--- src/rtl/prog_loader.sv ---
// -----------------------------------------------------------------------------
// prog_loader
//
// Streams a program image from a byte interface into program memory while the
// processor is held off. The stream format is: one length byte L, then L
// program words, then one checksum byte. The checksum is the mod-2^M sum of the
// L program words. A load ends in DONE when the checksum matches, or in ERR
// when the length is out of range or the checksum does not match.
//
// Parameters
//   N      program-memory address width
//   M      program word width, also the width of a stream byte
//   DEPTH  number of program-memory words available (valid L is 1..DEPTH)
//
// Ports
//   clock     sole clock, all state changes on the rising edge
//   reset     synchronous, active-high reset
//   start     single-cycle request to begin a load (ignored mid-load)
//   in_valid  in_data holds a byte
//   in_data   stream byte: length, program words, checksum
//   in_ready  loader accepts a byte this cycle (LEN, DATA, CHK)
//   wr_en     one-cycle program-memory write strobe
//   wr_addr   program-memory write address (holds while wr_en=0)
//   wr_data   program-memory write data (holds while wr_en=0)
//   cpu_hold  holds processor fetch while a load is in progress
//   done      last load completed with a good checksum
//   err       last load aborted: bad length or checksum mismatch
//   checksum  running mod-2^M sum of accepted program words
// -----------------------------------------------------------------------------
module prog_loader #(
    parameter int N     = 12,
    parameter int M     = 8,
    parameter int DEPTH = 21
) (
    input  logic         clock,
    input  logic         reset,
    input  logic         start,
    input  logic         in_valid,
    input  logic [M-1:0] in_data,
    output logic         in_ready,
    output logic         wr_en,
    output logic [N-1:0] wr_addr,
    output logic [M-1:0] wr_data,
    output logic         cpu_hold,
    output logic         done,
    output logic         err,
    output logic [M-1:0] checksum
);

    typedef enum logic [2:0] {
        S_IDLE,
        S_LEN,
        S_DATA,
        S_CHK,
        S_DONE,
        S_ERR
    } state_t;

    state_t       state;
    logic [M-1:0] length;
    logic [M-1:0] word_cnt;
    logic [N-1:0] addr_cnt;
    logic         accept;

    // Status outputs are pure decodes of the state register, so they change
    // only on clock edges and need no separate clearing logic.
    assign in_ready = (state == S_LEN) || (state == S_DATA) || (state == S_CHK);
    assign done     = (state == S_DONE);
    assign err      = (state == S_ERR);
    // The write strobe trails the accepting edge by one cycle, so the hold is
    // stretched over that final write as well.
    assign cpu_hold = in_ready || wr_en;
    assign accept   = in_valid && in_ready;

    always_ff @(posedge clock) begin
        // NOTE: reset is sampled on the clock edge (synchronous); it is checked
        // first so it overrides start and any byte accepted on the same edge,
        // which also cancels a write that would otherwise follow.
        if (reset) begin
            state    <= S_IDLE;
            length   <= '0;
            word_cnt <= '0;
            addr_cnt <= '0;
            checksum <= '0;
            wr_en    <= 1'b0;
            wr_addr  <= '0;
            wr_data  <= '0;
        end else begin
            // NOTE: sequential state uses non-blocking assignments so every
            // register sees the pre-edge values of the others; the default
            // below is then overridden by the DATA branch when a word lands.
            wr_en <= 1'b0;

            case (state)
                S_IDLE, S_DONE, S_ERR: begin
                    if (start) begin
                        state    <= S_LEN;
                        checksum <= '0;
                        word_cnt <= '0;
                        addr_cnt <= '0;
                    end
                end

                S_LEN: begin
                    if (accept) begin
                        length <= in_data;
                        if (in_data == '0 || int'(in_data) > DEPTH) begin
                            state <= S_ERR;
                        end else begin
                            state <= S_DATA;
                        end
                    end
                end

                S_DATA: begin
                    if (accept) begin
                        wr_en    <= 1'b1;
                        wr_addr  <= addr_cnt;
                        wr_data  <= in_data;
                        checksum <= checksum + in_data;
                        addr_cnt <= addr_cnt + 1'b1;
                        word_cnt <= word_cnt + 1'b1;
                        // Leave DATA on the edge that takes the L-th word so no
                        // write is ever issued beyond L.
                        if (word_cnt + 1'b1 == length) begin
                            state <= S_CHK;
                        end
                    end
                end

                S_CHK: begin
                    // The checksum register already includes the L-th word,
                    // which was added on the edge that entered this state.
                    if (accept) begin
                        state <= (in_data == checksum) ? S_DONE : S_ERR;
                    end
                end

                default: state <= S_IDLE;
            endcase
        end
    end

endmodule

--- config.mk ---
export PLATFORM = sky130hd
export DESIGN_NAME = prog_loader
export DESIGN_NICKNAME = d
export VERILOG_FILES = /design/src/rtl/prog_loader.sv
export SDC_FILE = /design/constraint.sdc
export NUM_CORES = 1
export LEC_CHECK = 0
export CORE_AREA = 4 4 80 82
export DETAILED_ROUTE_END_ITERATION = 10
export DIE_AREA = 0 0 84 86
export DONT_BUFFER_PORTS = 1
export HOLD_SLACK_MARGIN = 0.1
export PLACE_DENSITY = 0.77
export SETUP_SLACK_MARGIN = 0.05
export SYNTH_ARGS = -nofsm -noshare
export SYNTH_HDL_FRONTEND = slang
export SYNTH_SLANG_ARGS = --single-unit
export TNS_END_PERCENT = 30
--- constraint.sdc ---
create_clock -name clock -period 1.78 [get_ports clock]
set_clock_uncertainty 0.1 [all_clocks]
set_input_delay 0.178 -clock clock [delete_from_list [all_inputs] [get_ports clock]]
set_output_delay 0.178 -clock clock [all_outputs]
set_load 0.02 [all_outputs]
After elaboration in Yosys (flattened, before gate mapping)
Cells that the tools add are included.
{"block": "word_totals", "ff_bits": 60, "latchBits": 0, "ramBits": 0, "rom_bits": 0, "in_bits": 12, "output_inout_bits": 33, "wordCells": 56, "mem_count": 0}
{"block": "classes", "add_sub_neg": 3, "mul": 0, "n_div": 0, "magnitude_cmp": 1, "n_eq_ne": 12, "n_shift": 0, "muxes": 17, "n_bitwise": 1, "n_reduce_logical": 14}
{"cell": "8-bit one-hot mux with 2 select lines", "count": 2}
{"cell": "12-bit two-way mux", "count": 2}
{"cell": "8-bit two-way mux", "count": 3}
{"cell": "12-bit one-hot mux with 2 select lines", "count": 1}
{"cell": "3-bit two-way mux", "count": 6}
{"cell": "8-bit == test", "count": 2}
{"cell": "12-bit by 1-bit adder with 12-bit output (second input constant)", "count": 1}
{"cell": "3-bit one-hot mux with 4 select lines", "count": 1}
{"cell": "8-bit by 1-bit adder with 8-bit output (second input constant)", "count": 1}
{"cell": "8-bit adder", "count": 1}
{"cell": "8-bit by 5-bit greater-than comparator with 1-bit output (second input constant)", "count": 1}
{"cell": "8-bit logical NOT", "count": 1}
{"cell": "2-bit != test (second input constant)", "count": 4}
{"cell": "3-bit by 2-bit == test with 1-bit output (second input constant)", "count": 2}
{"cell": "3-bit == test (second input constant)", "count": 2}
{"cell": "5-bit AND reduction", "count": 1}
{"cell": "1-bit logical OR", "count": 4}
{"cell": "2-bit AND reduction", "count": 2}
{"cell": "3-bit by 1-bit == test with 1-bit output (second input constant)", "count": 1}
{"cell": "3-bit logical NOT", "count": 1}
{"cell": "3-bit AND reduction", "count": 1}
{"cell": "3-bit OR reduction", "count": 1}
{"cell": "1-bit two-way mux", "count": 2}
{"cell": "2-bit by 1-bit != test with 1-bit output (second input constant)", "count": 1}
{"cell": "4 further kinds", "count": 4}

Longest topological paths before layout
Gate-level depths: netlist of the first run.
{"block": "logic_depth", "ltp_word": 6, "depth_mapped": 8, "depth_no_buf": 8}

Worst setup path after synthesis of the first run
OpenSTA, ideal clock, no wires.
{"block": "synth_timing", "kind": "flip-flop to flip-flop", "from": "register checksum[1]", "to": "register checksum[7]", "arrival_time_ns": 1.836, "t_required_ns": 1.618, "setup_slack_ns": -0.218, "stages_incl_launch_ff": 8, "n_path_buf": 0, "period_less_slack_ns": 1.998, "cell_sequence": "dfxtp_1 -> ha_1 -> a21oi_1 -> o21ai_0 -> a2111oi_0 -> nor3_1 -> a2111o_1 -> nand3_1"}
{"block": "synth_between", "elab_chain_cells": 3}
{"item": "start: declaration", "line_no": "47", "source": "output logic [M-1:0] checksum"}
{"item": "start signal: assignment", "line_no": "120", "source": "checksum <= checksum + in_data;"}
{"item": "8-bit adder", "line_no": "120"}
{"item": "8-bit two-way mux", "line_no": "116", "source": "if (accept) begin"}
{"item": "8-bit one-hot mux with 2 select lines", "line_no": "94", "source": "case (state)"}
No other way between the ends. The select of a mux whose other input is x is not followed.
A chain may end at the register's enable or synchronous reset.

Worst setup path after layout of the first run
{"block": "layout_timing", "from": "register checksum[3]", "to": "register checksum[7]"}
Same word-level chain as after synthesis.

==> metrics.md, run 1 <==
| Metric | Value |
|---|---|
| First-pass detailed-route iteration total | `4` |
| Top cells by area, synth | `dfxtp_1, a21oi_1, nand2_1` |
| Cell Chain, Critical Path | `ha_1 -> nor2_1 -> nor2_2 -> a2111oi_4 -> nor3_2 -> a2111o_1 -> nand3_1` |
| Switching share of power | `approximately a third` |
| Ys async rst share | `0%` |
| Leakage power | `0.00137 uW` |
| Fin worst setup slack | `-69.2 ps` |
| IO Port Bufs | `0` |
| Final Hold Fails | `48` |
| Routed WL | `between 8 and 9 mm` |
| Final net count | `430` |
| Gate power share | `between 30% and 40%` |
| First-pass GRT wire length | `12.8 mm` |
| Critical Setup Path Class | `register to register` |
| Vias post-DR | `approximately 2900` |
| Initial Util | `52.5%` |
| Worst vdd ir | `approximately 0.78 mV` |
| Total track usage | `22.3%` |
| Worst-skew pair later-pin latency | `~350 ps` |
| Syn. warnings | `0` |
| CTS Hold Bufs | `1` |
| Mean post-synth cell area | `~8.1 um2` |
| Worst path max stage delay | `~340 ps` |
| I/O pin count | `between 40 and 50` |
| Die area | `just over 7000 um2` |
| GRT overflow | `0` |
| Fin. max-slew vios | `0` |
| Sequential share of the synthesized area | `between 30% and 40%` |
| Place WS | `-79.4 ps` |
| Fmax | `around 540 MHz` |
| Antenna viol nets, final | `0` |
| Sw power | `approximately 1400 uW` |
| Tmin final | `between 1500 and 2000 ps` |
| Initial antenna violation count | `0` |
| Number of global-route vias before repair | `roughly 2700` |
| CP delay by family, top | `compound AO/OA/AOI/OAI gates` |
| Area growth syn-to-layout | `27.1%` |
| Via/cell ratio | `between 5 and 6` |
| Most frequent cells in the layout | `nand2_1, dfxtp_1, a21oi_1, buf_4, nor2_1` |
| Routability congestion estimate | `~0.85` |
| H-tree levels | `3` |
| Crit share post-route | `104%` |
| WL per Instance | `about 18 um` |
| Hold crit path type | `primary input to register` |
| Violated checks | `negative hold slack, negative setup slack` |
| Row count | `28` |
| Clk root buf | `clkbuf_8` |
| Main synth FF type | `dfxtp_1` |
| Pint | `around 2600 uW` |
| Maxcap violations | `0` |
| Sequential share of power | `around two fifths` |
| Most common cell after layout, fill and taps aside | `nand2_1` |
| Worst Hold Slack | `-207 ps` |
| Unrepaired setup endpoints after global routing | `yes` |
| DRC | `0` |
| CTS tree | `built` |
| Post-DP HPWL | `~5.2 mm` |
| Clock slew at the register clock pins of the worst setup and hold paths | `roughly 60 ps` |
| Clock power frac | `about 30%` |
| Worst EP arrival | `around 2000 ps` |
| Slew of the pin with the lowest slew margin | `between 500 and 600 ps` |
| CTS Sinks | `60` |
| Synth unique cells | `54` |
| Syn_nets | `393` |
| Synth Cell Area | `~3000 um2` |
| Final setup viols | `2` |
| Critical path peak fanout | `2` |
| Die H | `between 80 and 90 um` |
| Post-synth top area share | `39.9%` |
| Maximum clock path buffer count | `2` |
| Inserted Clock Buffers | `9` |
| DRT iter0 DRCs | `between 200 and 250` |
| FF+latch count, synth | `60` |
| Largest net degree at the start of global routing | `57` |
| Crit start category | `register` |
| Chip width | `84 um` |
| Antenna fix cells | `0` |
| Bufs and invs on worst path | `0` |
| Max_slew headroom | `between 60% and 70%` |
| Post-synth top area cell | `dfxtp_1` |
| Post-synth EDFFs | `0` |
| Core footprint | `~5700 um2` |
| CP Data Required Time | `1970 ps` |
| PwrDens | `between 1000 and 1500 nW/um2` |
| Worst Setup End Kind | `register` |
| Post-Synthesis Cells | `around 370` |
| CP max-delay cell | `a2111oi_4` |
| Layout cells sized above 1 | `a little over a quarter` |
| Status | `finished with violations` |
## cell families (layout without fill, tap and decap cells)
| family | after synthesis | in the layout | share of synthesized area (%) |
|---|---|---|---|
| muxes | 10 | 10 | 3.36 |
| xor gates and xnor gates | 21 | 21 | 6.10 |
| adders and majority gates | 10 | 10 | 4.40 |
| buffers and inverters | 31 | 73 | 4.73 |
| DFF | 60 | 60 | 39.9 |
| and+or+nand+nor | 156 | 156 | 25.3 |
| AOI/OAI and AO/OA | 83 | 83 | 16.3 |
## repair_timing
item,4_1_cts,5_1_grt
pin swaps,5,17
endpoints found under the setup margin,15,48
setup buffers,2,9
gates resized for setup,12,34
hold endpoints to repair,49,55
## sequential cells by signal (all words and copies together), names as in the netlist
register and count:
checksum 8, wr_data 8, length 8, addr_cnt 12, word_cnt 8, wr_addr 12
wr_en 1, state 3
## per-stage QoR
step                power (uW)  cell area (um2)  util, %  std cells  setup TNS [ps]
floorplan                 2200             3070        -        371           -4.71
global placement          2470             3340     58.2        460           -28.5
detailed placement        2500             3340     58.2        460            -143
CTS                       3720             3600     62.7        479           -21.4
global route              4100             3830     66.7        488            -509
finish                    3920             3830     66.7        488           -87.4
## cell usage after synthesis (2+ instances only)
cell type and count:
a21oi_1 48, nand2b_1 6, buf_2 11, o2111ai_1 2
or4_1 2, nor2b_1 3, nand4b_1 2, ha_1 9
nor2_1 38, xnor2_1 14, and4_1 2, nand3b_1 5
clkbuf_1 9, nand3_1 14, nor3_1 8, nand4_1 3
o21bai_1 3, or3_1 4, o21ai_0 11, nand2_1 55
a22oi_1 2, inv_1 8, xor2_1 7, mux2i_1 9
and2_1 3, nor4_1 3, a31oi_1 4, dfxtp_1 60
## area by class of cell
class                      count  area, um2
fill                         430       1910
multi-input combinational    280       1900
sequential                    60       1220
timing repair buffer          49        394
clock buffer                  13        169
tap                           75       93.8
inverter                       8       30.0
clock inverter                 3       20.0
## power by group through the flow
stage | clock network (uW) | registers [uW] | logic (uW)
6_report | 1170 | 1540 | 1210
4_1_cts | 1170 | 1510 | 1030
3_3_place_gp | 0 | 1540 | 939
2_1_floorplan | 0 | 1520 | 676
3_5_place_dp | 0 | 1540 | 956
5_1_grt | 1240 | 1550 | 1300
## metal layers
layer / up-vias / GRT usage (%) / part of all wire (%)
met5: - / 0 / 0
met4: 0 / 10.2 / 2.4
met3: 23 / 5.96 / 6.9
met2: 120 / 37.3 / 51
met1: 1360 / 26.7 / 40
li1: 1365 / - / -
## path summary, 6_finish.rpt
path,from,end,slack (ps),cells after the start
max,checksum[3]$_SDFFE_PP0P_,checksum[7]$_SDFFE_PP0P_,-70,7
min,reset,checksum[4]$_SDFFE_PP0P_,-210,1
max reg2reg,checksum[3]$_SDFFE_PP0P_,checksum[7]$_SDFFE_PP0P_,-70,7
min reg2reg,word_cnt[1]$_SDFFE_PP0P_,word_cnt[1]$_SDFFE_PP0P_,380,2
Note: power is estimated with default switching activity, not from simulation.
==> inputs of run 2 (changes only) <==
Settings changed: CORE_AREA 4 4 80 82 to 4 4 84 78, DIE_AREA 0 0 84 86 to 0 0 88 82.
==> run 2 against run 1 <==
  * Count of clock-buffer cells in the layout down 1
  * Sequential share of layout area grew 0.55 points
  * Via count down 3.3%
  * Flip-flop and latch count unchanged
  * Critical path type unchanged
  * The flow still finishes with violations (negative hold slack, negative setup slack)
  * Wire length fell by 9.3%
  * Power grew 1.3%
  * Global-route usage increased by 0.60 points
  * Critical path depth up 1
  * Register-to-register slack improved by 30 ps
  * Largest cell class unchanged
  * Design area down 1.3%
  * Non-clock buffer count shrank 4
  * Largest power group unchanged
  * Die area down 0.11%
==> metrics.md, run 2 (same netlist as run 1, synthesis figures left out) <==
| Metric | Value |
|---|---|
| Unrepaired setup endpoints after global routing | `yes` |
| Hold crit path type | `primary input to register` |
| CTS Hold Bufs | `1 (unchanged)` |
| Final core occ | `67.2% (+0.50 points)` |
| Reg2Reg Capture Point | `checksum[6]$_SDFFE_PP0P_` |
| Max Used Layer | `met4` |
| DP Cell Count | `457 (-0.65%)` |
| Routed WL | `7.84 mm (-9.3%)` |
| Fin worst setup slack | `-43.1 ps (+26.0 ps)` |
| Tmin final | `1820 ps (-26.0 ps)` |
| Max_slew headroom | `39.7% (-25 points)` |
| Antenna fix cells | `0 (unchanged)` |
| Die H | `82 um (-4.7%)` |
| Core footprint | `5630 um2 (-2.0%)` |
| Cell count of the worst reg-to-reg path | `8 (+1)` |
| First-pass GRT wire length | `12.6 mm (-1.3%)` |
| Area growth syn-to-layout | `25.4%` |
| Largest net degree at the start of global routing | `57 (unchanged)` |
| CTS tree | `built` |
| Routability congestion estimate | `0.832 (-1.9%)` |
| Final setup viols | `2 (unchanged)` |
| WHS Endpoint | `checksum[3]$_SDFFE_PP0P_` |
| R2R Setup Slk | `-40 ps (+30 ps)` |
| Via/cell ratio | `5.80 (-1.3%)` |
| CP max-delay cell | `dfxtp_2` |
| Most frequent cells in the layout | `nand2_1, dfxtp_1, a21oi_1` |
| Crit start category | `register` |
| Largest regs | `addr_cnt x12, wr_addr x12` |
| Fin. max-slew vios | `0 (unchanged)` |
| Worst Hold Slack | `-206 ps (+0.991 ps)` |
| Row count | `26 (-7.1%)` |
| PwrDens | `1050 nW/um2 (+2.6%)` |
| Hold Path Cell Cnt | `1 (unchanged)` |
| CTS Sinks | `60 (unchanged)` |
| Clk root buf | `clkbuf_8` |
| H-tree levels | `3 (unchanged)` |
| Post-DP HPWL | `5.14 mm (-1.8%)` |
| Clock slew at the register clock pins of the worst setup and hold paths | `60 ps (about the same)` |
| Worst path max stage delay | `330 ps (about the same)` |
| GRT overflow | `0 (unchanged)` |
| I/O pin count | `45 (unchanged)` |
| Initial antenna violation count | `0 (unchanged)` |
| DRC | `0 (unchanged)` |
| DRT iter0 DRCs | `222 (+5.2%)` |
| Number of global-route vias before repair | `2574 (-4.3%)` |
| Final net count | `426 (-0.93%)` |
| Worst-skew pair later-pin latency | `340 ps (about the same)` |
| Leakage power | `0.00137 uW (-0.16%)` |
| Critical Setup Path Class | `register to register` |
| CP delay by family, top | `compound AO/OA/AOI/OAI gates` |
| Layout cells sized above 1 | `25.5% (-1.1 points)` |
| Crit share post-route | `102% (-1.5 points)` |
| Fmax | `549 MHz (+1.4%)` |
| Inserted Clock Buffers | `9 (unchanged)` |
| WL per Instance | `16.4 um (-7.4%)` |
| M1 WL | `3.48 mm (+1.5%)` |
| First-pass detailed-route iteration total | `4 (unchanged)` |
| Total track usage | `22.8% (+0.60 points)` |
| Final Hold Fails | `48 (unchanged)` |
| Worst r2r src | `checksum[0]$_SDFFE_PP0P_` |
| Most common cell after layout, fill and taps aside | `nand2_1` |
| Hold Startpoint | `reset` |
| Worst Setup End Kind | `register` |
| Critical path peak fanout | `2 (unchanged)` |
| Cell Chain, Critical Path | `ha_4 -> fa_2 -> a21o_1 -> a21oi_2 -> o21bai_1 -> a21oi_2 -> or4_1 -> nand3_1` |
| Critical Path Most Common Cell | `a21oi_2` |
| WL met2 | `3.70 mm (-16%)` |
| Initial Util | `53.6% (+1.1 points)` |
| Antenna viol nets, final | `0 (unchanged)` |
| CP Data Required Time | `1910 ps (-60 ps)` |
| Metal3 WL | `492 um (-18%)` |
| Maximum clock path buffer count | `2 (unchanged)` |
| Worst vdd ir | `0.714 mV (-8.8%)` |
| IO Port Bufs | `0 (unchanged)` |
| Slew of the pin with the lowest slew margin | `902 ps (+368 ps)` |
| Non-filler cells, final | `478 (-2.0%)` |
| Worst EP arrival | `1950 ps (-80 ps)` |
| Die area | `7220 um2 (-0.11%)` |
| Maxcap violations | `0 (unchanged)` |
| Sum Neg Setup Slack | `-78.3 ps (+9.20 ps)` |
| Vias post-DR | `2773 (-3.3%)` |
| Chip width | `88 um (+4.8%)` |
| Status | `finished with violations` |
| Violated checks | `negative hold slack, negative setup slack` |
| Bufs and invs on worst path | `0 (unchanged)` |
[run 2: worst max path at each step]
stage | from | to | cells past startpoint
3_5_place_dp | checksum[1]$_SDFFE_PP0P_ | checksum[7]$_SDFFE_PP0P_ | 7
6_report | checksum[0]$_SDFFE_PP0P_ | checksum[6]$_SDFFE_PP0P_ | 8
3_3_place_gp | checksum[1]$_SDFFE_PP0P_ | checksum[7]$_SDFFE_PP0P_ | 7
5_1_grt | checksum[0]$_SDFFE_PP0P_ | checksum[6]$_SDFFE_PP0P_ | 8
4_1_cts | checksum[0]$_SDFFE_PP0P_ | checksum[6]$_SDFFE_PP0P_ | 8
2_1_floorplan | checksum[1]$_SDFFE_PP0P_ | checksum[7]$_SDFFE_PP0P_ | 7
[run 2: timing repair]
action	4_1_cts	5_1_grt
resized for setup	12	29
pin swaps	4	13
setup buffers	1	4
endpoints found under the hold margin	49	48
endpoints found under the setup margin	15	26
[run 2: worst register-to-register path: stages, from the launching register on]
cell      delay (ps)
dfxtp_2          330
ha_4             160
fa_2             330
a21o_1           190
a21oi_2          150
o21bai_1         110
a21oi_2          150
or4_1            130
nand3_1           60
[run 2: per-layer routing]
metal	GRT usage (%)	vias to the layer above
met4	11.8	0
met5	0	-
li1	-	1361
met2	35.2	80
met1	28.9	1319
met3	6.72	13
[run 2: cell type report]
type	instances	area [um2]
Clock buffer	12	176
Clock inverter	3	42.5
Fill cell	458	1850
Inverter	8	30.0
Multi-Input combinational cell	280	1830
Sequential cell	60	1230
Tap cell	70	87.6
Timing Repair Buffer	45	384
[run 2: report_power, final]
group	leakage, uW	total (uW)	switching, uW	internal [uW]
combinational	0.000771	1080	595	489
sequential	0.000491	1540	117	1430
clock	0.000110	1340	546	798
total	0.00137	3970	1260	2710
[run 2: metrics by stage]
step / setup slack, ps / power, uW / area, um2
global route: -160 / 4170 / 3780
global placement: -24.5 / 2490 / 3360
floorplan: -4.71 / 2200 / 3070
CTS: -40.1 / 3880 / 3660
finish: -43.1 / 3970 / 3780
detailed placement: -63.9 / 2510 / 3360
==> inputs of run 3 (changes only) <==
Settings changed: PLACE_DENSITY 0.77 to 0.74.
Clock period 1.78 ns to 2.18 ns, I/O delays scaled along.
==> run 3 against run 2 <==
  * The flow now finishes without violations
  * Flip-flop and latch count stayed put
  * Global-route usage decreased by 0.46 points
  * Hold slack improved by 320 ps
  * Sequential share of layout area up 2.1 points
  * Critical endpoint is now checksum[7]$_SDFFE_PP0P_
  * Highest routed layer unchanged
==> metrics.md, run 3 (same netlist as run 1, synthesis figures left out) <==
| Metric | Value |
|---|---|
| Worst Setup End Kind | `register` |
| Worst r2r src | `checksum[1]$_SDFFE_PP0P_` |
| DRT iter0 DRCs | `177 (-20%)` |
| H-tree levels | `3 (unchanged)` |
| Fin. max-slew vios | `0 (unchanged)` |
| Routability congestion estimate | `0.862 (+3.6%)` |
| Die area | `7220 um2 (unchanged)` |
| Worst path max stage delay | `430 ps (+100 ps)` |
| Antenna fix cells | `0 (unchanged)` |
| Area growth syn-to-layout | `15.5%` |
| Slew of the pin with the lowest slew margin | `454 ps (-448 ps)` |
| Worst vdd ir | `0.632 mV (-11%)` |
| Leakage power | `0.00128 uW (-6.7%)` |
| Final net count | `416 (-2.3%)` |
| Initial Util | `53.6% (unchanged)` |
| First-pass detailed-route iteration total | `4 (unchanged)` |
| Final setup viols | `0 (-2)` |
| Final core occ | `61.9% (-5.3 points)` |
| Inserted Clock Buffers | `9 (unchanged)` |
| Crit share post-route | `91.8% (-11 points)` |
| R2R Setup Slk | `180 ps (+220 ps)` |
| Hold crit path type | `primary input to register` |
| Worst Hold Slack | `119 ps (+324 ps)` |
| Initial antenna violation count | `0 (unchanged)` |
| Largest net degree at the start of global routing | `56 (-1.8%)` |
| Post-CTS setup buffers | `0 (-1)` |
| Maxcap violations | `0 (unchanged)` |
| PwrDens | `848 nW/um2 (-19%)` |
| Fmax | `500 MHz (-8.9%)` |
| Cell Chain, Critical Path | `ha_1 -> a21oi_1 -> o21ai_0 -> a2111oi_0 -> nor3_1 -> a2111o_1 -> nand3_1` |
| Antenna viol nets, final | `0 (unchanged)` |
| Hold Path Cell Cnt | `3 (+2)` |
| CTS Sinks | `60 (unchanged)` |
| IO Port Bufs | `0 (unchanged)` |
| Status | `finished, final reports clean` |
| Via/cell ratio | `5.73 (-1.2%)` |
| First-pass GRT wire length | `12.2 mm (-3.3%)` |
| Bufs and invs on worst path | `0 (unchanged)` |
| Vias post-DR | `2682 (-3.3%)` |
| CP max-delay cell | `a2111oi_0` |
| Critical Setup Path Class | `register to register` |
| Cell count of the worst reg-to-reg path | `7 (-1)` |
| Total track usage | `22.4% (-0.46 points)` |
| Core footprint | `5630 um2 (unchanged)` |
| Maximum clock path buffer count | `2 (unchanged)` |
| WL per Instance | `16.2 um (-1.2%)` |
| Worst EP arrival | `2190 ps (+240 ps)` |
| Critical path peak fanout | `2 (unchanged)` |
| I/O pin count | `45 (unchanged)` |
| Chip width | `88 um (unchanged)` |
| Final Hold Fails | `0 (-100%)` |
| Largest regs | `addr_cnt x12, wr_addr x12` |
| Metal3 WL | `610 um (+24%)` |
| Most frequent cells in the layout | `dfxtp_1, nand2_1, a21oi_1` |
| Max Used Layer | `met4` |
| CTS tree | `built` |
| CP delay by family, top | `compound AO/OA/AOI/OAI gates` |
| WHS Endpoint | `checksum[7]$_SDFFE_PP0P_` |
| Unrepaired setup endpoints after global routing | `yes` |
| Clock slew at the register clock pins of the worst setup and hold paths | `60 ps (about the same)` |
| Clk root buf | `clkbuf_8` |
| Post-DP HPWL | `5.11 mm (-0.58%)` |
| GRT overflow | `0 (unchanged)` |
| Worst-skew pair later-pin latency | `340 ps (about the same)` |
| CP Data Required Time | `2370 ps (+460 ps)` |
| Routed WL | `7.59 mm (-3.2%)` |
| Number of global-route vias before repair | `2510 (-2.5%)` |
| Layout cells sized above 1 | `11.3% (-14 points)` |
| Crit start category | `register` |
| Tmin final | `2000 ps (+178 ps)` |
| WL met2 | `3.50 mm (-5.5%)` |
| Reg2Reg Capture Point | `checksum[7]$_SDFFE_PP0P_` |
| Most common cell after layout, fill and taps aside | `dfxtp_1` |
| DRC | `0 (unchanged)` |
| Sum Neg Setup Slack | `0 ps (+78.3 ps)` |
| Die H | `82 um (unchanged)` |
| Hold Startpoint | `in_data[7]` |
| Row count | `26 (unchanged)` |
| M1 WL | `3.34 mm (-4.1%)` |
| Max_slew headroom | `69.5% (+30 points)` |
run 3: changes by cell type in the layout (fill, tap and decap cells not counted), moves of 5 or more:
cell | previous run | this run
buf_4 | 37 | 23
dlygate4sd3_1 | 1 | 11
a21oi_1 | 43 | 48
ha_4 | 5 | 0
ha_1 | 4 | 9
dfxtp_1 | 48 | 60
buf_6 | 5 | 0
a21oi_2 | 6 | 1
dfxtp_2 | 8 | 0
run 3: worst max-delay path by stage:
stage | from | end | cells past startpoint
floorplan | checksum[1]$_SDFFE_PP0P_ | checksum[7]$_SDFFE_PP0P_ | 7
global placement | checksum[0]$_SDFFE_PP0P_ | checksum[6]$_SDFFE_PP0P_ | 8
detailed placement | checksum[0]$_SDFFE_PP0P_ | checksum[6]$_SDFFE_PP0P_ | 8
CTS | checksum[0]$_SDFFE_PP0P_ | checksum[6]$_SDFFE_PP0P_ | 8
global route | checksum[1]$_SDFFE_PP0P_ | checksum[7]$_SDFFE_PP0P_ | 7
finish | checksum[1]$_SDFFE_PP0P_ | checksum[7]$_SDFFE_PP0P_ | 7
run 3: layout make-up:
cell class / count / area [um2]
clock buffers: 14 / 183
clock inverters: 1 / 5.00
fillers: 500 / 2150
inverters: 8 / 30.0
multi-input cells: 280 / 1670
flip-flops and latches: 60 / 1200
well taps: 70 / 87.6
repair buffers: 35 / 303
run 3: worst register-to-register path, stage by stage (launching register included):
cell,delay (ps)
dfxtp_1,310
ha_1,280
a21oi_1,170
o21ai_0,130
a2111oi_0,430
nor3_1,150
a2111o_1,300
nand3_1,80
run 3: timing repair:
action | 4_1_cts | 5_1_grt
hold buffers | 12 | 0
gates resized for setup | 0 | 1
endpoints found under the setup margin | 0 | 2
endpoints found under the hold margin | 51 | 0
run 3: per-layer routing:
| metal | global-route usage, % | vias up |
|---|---|---|
| met5 | 0 | - |
| met4 | 7.67 | 0 |
| met3 | 8.22 | 14 |
| met2 | 35.8 | 79 |
| met1 | 27.8 | 1254 |
| li1 | - | 1335 |
run 3: power by group:
part	internal (uW)	leakage [uW]	switching, uW
clock network	529	0.0000986	416
logic	296	0.000697	464
registers	1160	0.000485	90.1
run 3: stage by stage:
stage / area (um2) / setup WS, ps / total power (uW) / cells
floorplan: 3010 / 182 / 1790 / 371
global placement: 3160 / 255 / 1960 / 441
detailed placement: 3160 / 224 / 1970 / 441
CTS: 3480 / 199 / 2950 / 468
global route: 3480 / 47.3 / 3110 / 468
finish: 3480 / 179 / 2950 / 468
